$ cat src/rtl/ram_fifo_ctrl.sv
// FIFO controller for an external dual-port RAM with a registered read port: pointers, occupancy and status.
// Define RAM_FIFO_ERR_FLAGS_EN to add sticky overflow/underflow outputs.
module ram_fifo_ctrl #(
    parameter int DATA_W = 8,
    parameter int ADDR_W = 4
) (
    input  logic              clk,
    input  logic              rst,
    input  logic              push,
    input  logic [DATA_W-1:0] din,
    input  logic              pop,
    output logic              full,
    output logic              empty,
    output logic [ADDR_W:0]   count,
    output logic              ram_we,
    output logic [ADDR_W-1:0] ram_wr_addr,
    output logic [DATA_W-1:0] ram_din,
    output logic              ram_re,
    output logic [ADDR_W-1:0] ram_rd_addr,
    input  logic [DATA_W-1:0] ram_dout,
    output logic [DATA_W-1:0] dout,
    output logic              dout_valid
`ifdef RAM_FIFO_ERR_FLAGS_EN
    ,
    output logic              overflow,
    output logic              underflow
`endif
);

    localparam logic [ADDR_W:0] DEPTH = {1'b1, {ADDR_W{1'b0}}};

    logic [ADDR_W-1:0] wr_ptr_q, wr_ptr_d;
    logic [ADDR_W-1:0] rd_ptr_q, rd_ptr_d;
    logic [ADDR_W:0]   count_q, count_d;
    logic              full_q, empty_q;
    logic              dout_valid_q;
    logic              push_ok, pop_ok;

    // Acceptance uses the registered flags, so full&push&pop favours the pop and empty&push&pop the push.
    assign push_ok = push & ~full_q;
    assign pop_ok  = pop & ~empty_q;

    always_comb begin
        wr_ptr_d = wr_ptr_q;
        rd_ptr_d = rd_ptr_q;
        count_d  = count_q;
        if (push_ok) wr_ptr_d = wr_ptr_q + 1'b1;
        if (pop_ok)  rd_ptr_d = rd_ptr_q + 1'b1;
        case ({push_ok, pop_ok})
            2'b10:   count_d = count_q + 1'b1;
            2'b01:   count_d = count_q - 1'b1;
            default: count_d = count_q;
        endcase
    end

    always_ff @(posedge clk or negedge rst) begin
        if (!rst) begin
            wr_ptr_q     <= '0;
            rd_ptr_q     <= '0;
            count_q      <= '0;
            full_q       <= 1'b0;
            empty_q      <= 1'b1;
            dout_valid_q <= 1'b0;
        end else begin
            wr_ptr_q     <= wr_ptr_d;
            rd_ptr_q     <= rd_ptr_d;
            count_q      <= count_d;
            full_q       <= (count_d == DEPTH);
            empty_q      <= (count_d == '0);
            dout_valid_q <= pop_ok;
        end
    end

`ifdef RAM_FIFO_ERR_FLAGS_EN
    logic overflow_q, underflow_q;

    always_ff @(posedge clk or negedge rst) begin
        if (!rst) begin
            overflow_q  <= 1'b0;
            underflow_q <= 1'b0;
        end else begin
            if (push && full_q)  overflow_q  <= 1'b1;
            if (pop && empty_q)  underflow_q <= 1'b1;
        end
    end

    assign overflow  = overflow_q;
    assign underflow = underflow_q;
`endif

    assign full        = full_q;
    assign empty       = empty_q;
    assign count       = count_q;
    assign ram_we      = push_ok;
    assign ram_wr_addr = wr_ptr_q;
    assign ram_din     = din;
    assign ram_re      = pop_ok;
    assign ram_rd_addr = rd_ptr_q;
    // The RAM registers its read, so its output lines up with dout_valid.
    assign dout        = ram_dout;
    assign dout_valid  = dout_valid_q;

endmodule

$ cat config.mk
export PLATFORM = sky130hd
export DESIGN_NAME = ram_fifo_ctrl
export DESIGN_NICKNAME = d
export VERILOG_FILES = /design/src/rtl/ram_fifo_ctrl.sv
export SDC_FILE = /design/constraint.sdc
export NUM_CORES = 1
export LEC_CHECK = 0
export CAP_MARGIN = 0
export CORE_UTILIZATION = 38
export DETAILED_ROUTE_END_ITERATION = 7
export PLACE_DENSITY_LB_ADDON = 0.15
export SLEW_MARGIN = 20
export SYNTH_ARGS = -nofsm -noshare
export SYNTH_HDL_FRONTEND = slang
export SYNTH_SLANG_ARGS = --single-unit
export TNS_END_PERCENT = 1
$ cat constraint.sdc
create_clock -name clk -period 3.2 [get_ports clk]
set_input_delay 0.64 -clock clk [delete_from_list [all_inputs] [get_ports clk]]
set_output_delay 0.64 -clock clk [all_outputs]
set_load 0.1 [all_outputs]
==> results of run 1 <==
-- Yosys cell counts --
library cell	n	area, um^2
a211o_1	1	8.76
buf_6	2	22.5
a211oi_1	1	7.51
nor4b_2	1	15.0
buf_4	16	120
nand4_1	4	25.0
ha_1	4	50.1
inv_1	2	7.51
xnor2_1	8	70.1
buf_2	1	5.00
nand2b_4	1	13.8
nor4b_1	1	8.76
clkbuf_1	1	3.75
o22ai_1	1	6.26
a221oi_1	1	8.76
inv_4	1	6.26
nor2_1	2	7.51
a21oi_1	1	5.00
mux2_2	1	11.3
nand2_1	9	33.8
o211ai_1	1	7.51
nand3b_1	2	15.0
nor4_1	2	12.5
dfrtp_1	15	375
inv_2	1	3.75
or3_1	2	12.5
o21ai_0	1	5.00
o31a_1	1	8.76
and3_1	1	6.26
or3_4	1	11.3
dfstp_2	1	26.3
nor3b_1	1	7.51
a31oi_1	1	6.26
a31o_1	1	8.76
xor2_1	2	17.5
or2_2	1	6.26
nand2b_2	1	8.76
a2111o_1	1	11.3
-- per-stage QoR --
step                instance area [um^2]  hold slack [ps]
finish                              1130              473
global route                        1130              520
CTS                                 1130              482
detailed placement                  1090              468
global placement                    1090              463
floorplan                            988              344
-- worst paths after layout --
kind	startpoint	end	slack [ps]	depth (start not counted)
setup reg to reg	full	full	760	10
min in group asynchronous	rst	dout_valid	770	1
setup / recovery	pop	full	360	10
hold / removal	ram_wr_addr[3]	ram_wr_addr[3]	470	1
max in group asynchronous	rst	full	1930	1
hold reg to reg	ram_wr_addr[3]	ram_wr_addr[3]	470	1
-- cell families after synthesis --
family                     after synthesis  synth area share [%]
muxes                                    1                  1.14
adders and majority gates                4                  5.07
buffers and inverters                   24                  17.1
AOI/OAI and AO/OA                       11                  8.49
and+or+nand+nor                         29                  18.6
DFF                                     16                  40.7
xor gates and xnor gates                10                  8.87
-- layer usage --
metal  global-route usage [%]  wire, um
met3                     3.16       159
met2                     22.8       801
met4                     11.0        48
met5                        0         0
met1                     18.6       772
-- state kept, by name (all words and copies together), names as in the netlist --
name         cells
full             1
count            5
empty            1
ram_wr_addr      4
dout_valid       1
ram_rd_addr      4
-- layout make-up --
| type | count | area share (%) |
|---|---|---|
| timing repair buffer | 25 | 19.5 |
| tap | 30 | 3.32 |
| sequential | 16 | 35.6 |
| multi-input combinational | 55 | 36.8 |
| clock buffer | 4 | 3.21 |
| inverter | 4 | 1.55 |
-- critical path, delay by kind of cell --
kind / cells / cell delay, ps
buf+inv: 1 / 500
compound gates: 3 / 710
xor+xnor: 1 / 160
fa+ha+maj: 1 / 240
simple gates: 4 / 780
==> metrics, run 1 <==
outcome=complete, no violations; slew margin rel.=52.3%; via count=714; Yosys warning total=0; CTS sink cnt=16; largest net degree at the start of global routing=17; Mapped Nets=119; Post-Place Cells=130; Tot GR Track Use=15.0%; area grow syn2layout=14.6%; Avg Vias per Cell=5.33; Final Hold Viols=0; Top Ports=54; minimum clock period=2840 ps; CTS Buffer Depth=2; Slew Viols, Final=0; GR Overflow Total=0; Multi-input gate area=417 um^2; share of cells above drive strength 1=34.6%; Pre-Repair DR Iteration Count=4; starting density of the core=40.2%; post-place setup slack=67.0 ps; Routed Antenna Nets=0; final instance count without filler cells=134; Yosys reg bits=16; crit end category=flop; antenna violations before repair=0; commonest non-fill, non-tap cell in the layout=buf_4; WL/cell=13.3 um; final critical-path share of the clock period=88.7%; RSZ-0062 raised after global routing=false; Worst path max stage delay=500 ps; die area=2810 um^2; synth unique cells=38; post-cts sizing count=0; Core ar.=2450 um^2; Die Width=53.0 um; cells after synthesis=95; Final Util=46.1%; first-pass GRT wire length=3040 um; crit path DAT=3030 ps; hold buffers post-CTS=0; Max-Cap Viols=0; CP max-delay cell=clkdlybuf4s50_1; vias in the first global route=674; Post-Syn Area per Cell=10.4 um^2; CTS root buffer=clkbuf_4; Clock Skew=5.50 ps; CP Cell Sequence=clkdlybuf4s50_1, nand2b_4, nor2_1, xor2_1, ha_1, a21oi_1, or3_4, a2111o_1, a31o_1, nor4b_2; die height=53.0 um; setup violators final=0; row count=18; GP Congestion=0.755; Reg area=403 um^2; Seq/Total Area, Yosys=40.7%; fin worst setup slack=362 ps; final setup TNS=0 ps; Worst-Margin Slew=713 ps; clk_lat worst skew=280 ps; CTS buffer count=3; most frequent cells in the layout=20 x buf_4, 14 x dfrtp_1, 9 x nand2_1; Final nets=129; Routed WL=1780 um; Crit Path Class=in2reg; top achievable clock speed=0.352 GHz; synthesized area=987 um^2; crit path launch type=input port; CP required=3390 ps; Residual DRC=0; Detail Placement HPWL=1310 um; class of the worst hold path=reg2reg; worst-path maximum fanout=5; H-tree levels=1; Worst-path clk slew=100 ps; Initial DRC Count=5; postcts setup bufs=0; Fill cells=243; IO Port Bufs=21; n_diodes=0; TritonCTS clock tree=yes
Power of run 1 is not shown: default switching activity piles up to over one toggle a cycle in this logic, so the estimate is an artifact.
==> run 2, diff against run 1 <==
--- a/config.mk
+++ b/config.mk
@@ -8,6 +8,7 @@
 export CAP_MARGIN = 0
 export CORE_UTILIZATION = 38
 export DETAILED_ROUTE_END_ITERATION = 7
+export MAX_ROUTING_LAYER = met4
 export PLACE_DENSITY_LB_ADDON = 0.15
 export SLEW_MARGIN = 20
 export SYNTH_ARGS = -nofsm -noshare
==> results of run 2 <==
Same layout as run 1: the final DEF is identical, and so are final timing and power.
Main changes from that run: final weighted congestion in routability-driven placement 0.755 -> 0.765; wire length of the first global-routing pass 3040 um -> 3050 um; via count of the first global-routing pass 674 -> 673; overall routing resource usage 15.0% -> 15.4%
Power of run 2 is left out for the same reason.
==> run 3, diff against run 2 <==
--- a/config.mk
+++ b/config.mk
@@ -8,8 +8,10 @@
 export CAP_MARGIN = 0
 export CORE_UTILIZATION = 38
 export DETAILED_ROUTE_END_ITERATION = 7
+export GPL_ROUTABILITY_DRIVEN = 0
 export MAX_ROUTING_LAYER = met4
 export PLACE_DENSITY_LB_ADDON = 0.15
+export SKIP_LAST_GASP = 1
 export SLEW_MARGIN = 20
 export SYNTH_ARGS = -nofsm -noshare
 export SYNTH_HDL_FRONTEND = slang
==> results of run 3 <==
Same layout as run 1: the final DEF is identical, and so are final timing and power.
Main changes from that run: wire length of the first global-routing pass 3040 um -> 3050 um; via count of the first global-routing pass 674 -> 673; overall routing resource usage 15.0% -> 15.4%
Power of run 3 is left out for the same reason.
==> variant, RTL diff (settings of run 1) <==
Set the parameter `ADDR_W` to 6 (it was 4).
--- a/src/rtl/ram_fifo_ctrl.sv
+++ b/src/rtl/ram_fifo_ctrl.sv
@@ -2,7 +2,7 @@
 // Define RAM_FIFO_ERR_FLAGS_EN to add sticky overflow/underflow outputs.
 module ram_fifo_ctrl #(
     parameter int DATA_W = 8,
-    parameter int ADDR_W = 4
+    parameter int ADDR_W = 6
 ) (
     input  logic              clk,
     input  logic              rst,
Ports: changed (resized count, ram_rd_addr and ram_wr_addr); port bits go from 54 to 60. The function was not compared with the original's and may differ.
==> variant against run 1 <==
First-iteration DRC count grew to 7.8 times the old value; wire length up 87%; design area increased by 53%; fmax decreased by 4.4%; register-to-register slack got worse by 0.20 ns; worst setup slack lost 0.13 ns; area after synthesis up 53%; worst hold slack improved by 0.011 ns; sequential cell count grew 6; non-clock buffer count increased by 10.
Power is left out: the tool's default activity adds up to more than one toggle a clock period on the data nets, which glitch-free logic cannot reach.
==> variant: results <==
export IMPL_insertion_delay_ns=0.26
export IMPL_totalWireLength_um=3331
export IMPL_synthAdderAreaFrac_pct=3.317
export IMPL_gp_congestion=0.9175
export IMPL_synth_mux_area_share_pct=2.073
export IMPL_yosys_area_share_xor_xnor_pct=9.287
export IMPL_place_ws_ns=-0.03489
export IMPL_cts_root_buffer="clkbuf_8"
export IMPL_clock_skew_ns=0.01358
export IMPL_synthesis_nets=185
export IMPL_first_iter_violations=39
export IMPL_synth_distinct_cells=52
export IMPL_arrival_ns=3.18
export IMPL_grt_first_pass_wirelength_um=5388
export IMPL_maxSlewHeadroom_pct=65.61
export IMPL_grt_pass1_vias=1131
export IMPL_synth_seq_area_share_pct=36.57
export IMPL_vias=1204
export IMPL_dpl_hpwl_um=2338
export IMPL_largest_reg_flops=7
export IMPL_outcome="finished clean"
export IMPL_grt_start_max_net_pins=23
export IMPL_drive_gt1_share_pct=25.43
export IMPL_finalCritPeriodShare_pct=92.75
export IMPL_max_cap_violations=0
export IMPL_grt_use_total_pct=16.49
## variant: cell types whose count changed after synthesis, sizes merged, moves of 3 or more
cell and change:
dfrtp +6, o211ai +3, and2 +3, nand4 +6
o21ai +4, nand2 +5, xnor2 +3, buf +7
xor2 +3, nor3 +4, nor2 +8
## variant: metrics by stage
step | hold slack [ns] | instances | cell area [um^2]
floorplan | 0.3444 | 161 | 1509
global route | 0.5095 | 221 | 1734
finish | 0.4840 | 221 | 1734
global placement | 0.4588 | 217 | 1679
detailed placement | 0.4838 | 217 | 1679
CTS | 0.4945 | 221 | 1734
## variant: final timing paths
kind                                 from        endpoint  slack, ns  cells after the start
setup / recovery                      pop            full       0.23                     12
hold / removal             ram_rd_addr[5]  ram_rd_addr[5]       0.48                      1
setup reg to reg                    empty            full       0.56                     11
hold reg to reg            ram_rd_addr[5]  ram_rd_addr[5]       0.48                      1
max in group asynchronous             rst           empty       2.21                      2
min in group asynchronous             rst  ram_wr_addr[2]       0.71                      2
## variant: worst max-delay path, cell delays in order
cell and delay [ns]:
clkdlybuf4s50_1 0.50, nand2b_4 0.07, inv_2 0.06, nand2_2 0.05
xnor2_1 0.17, ha_1 0.26, nor2b_1 0.15, nor3_1 0.06
a22o_1 0.24, or3_1 0.32, a221o_1 0.38, and4bb_1 0.27
## variant: area by class of cell
cell class | count | area, um^2
clock buffer | 4 | 55.05
fill | 399 | 2009
inverter | 6 | 22.52
multi-input combinational | 106 | 749.5
sequential | 22 | 551.8
tap | 48 | 60.06
timing repair buffer | 35 | 295.3
## variant: layer usage
metal	track usage [%]	vias up	routed length, um
li1	-	576	-
met1	20.52	568	1486
met5	0	-	0
met2	27.86	40	1556
met3	2.289	20	194
met4	7.880	0	93
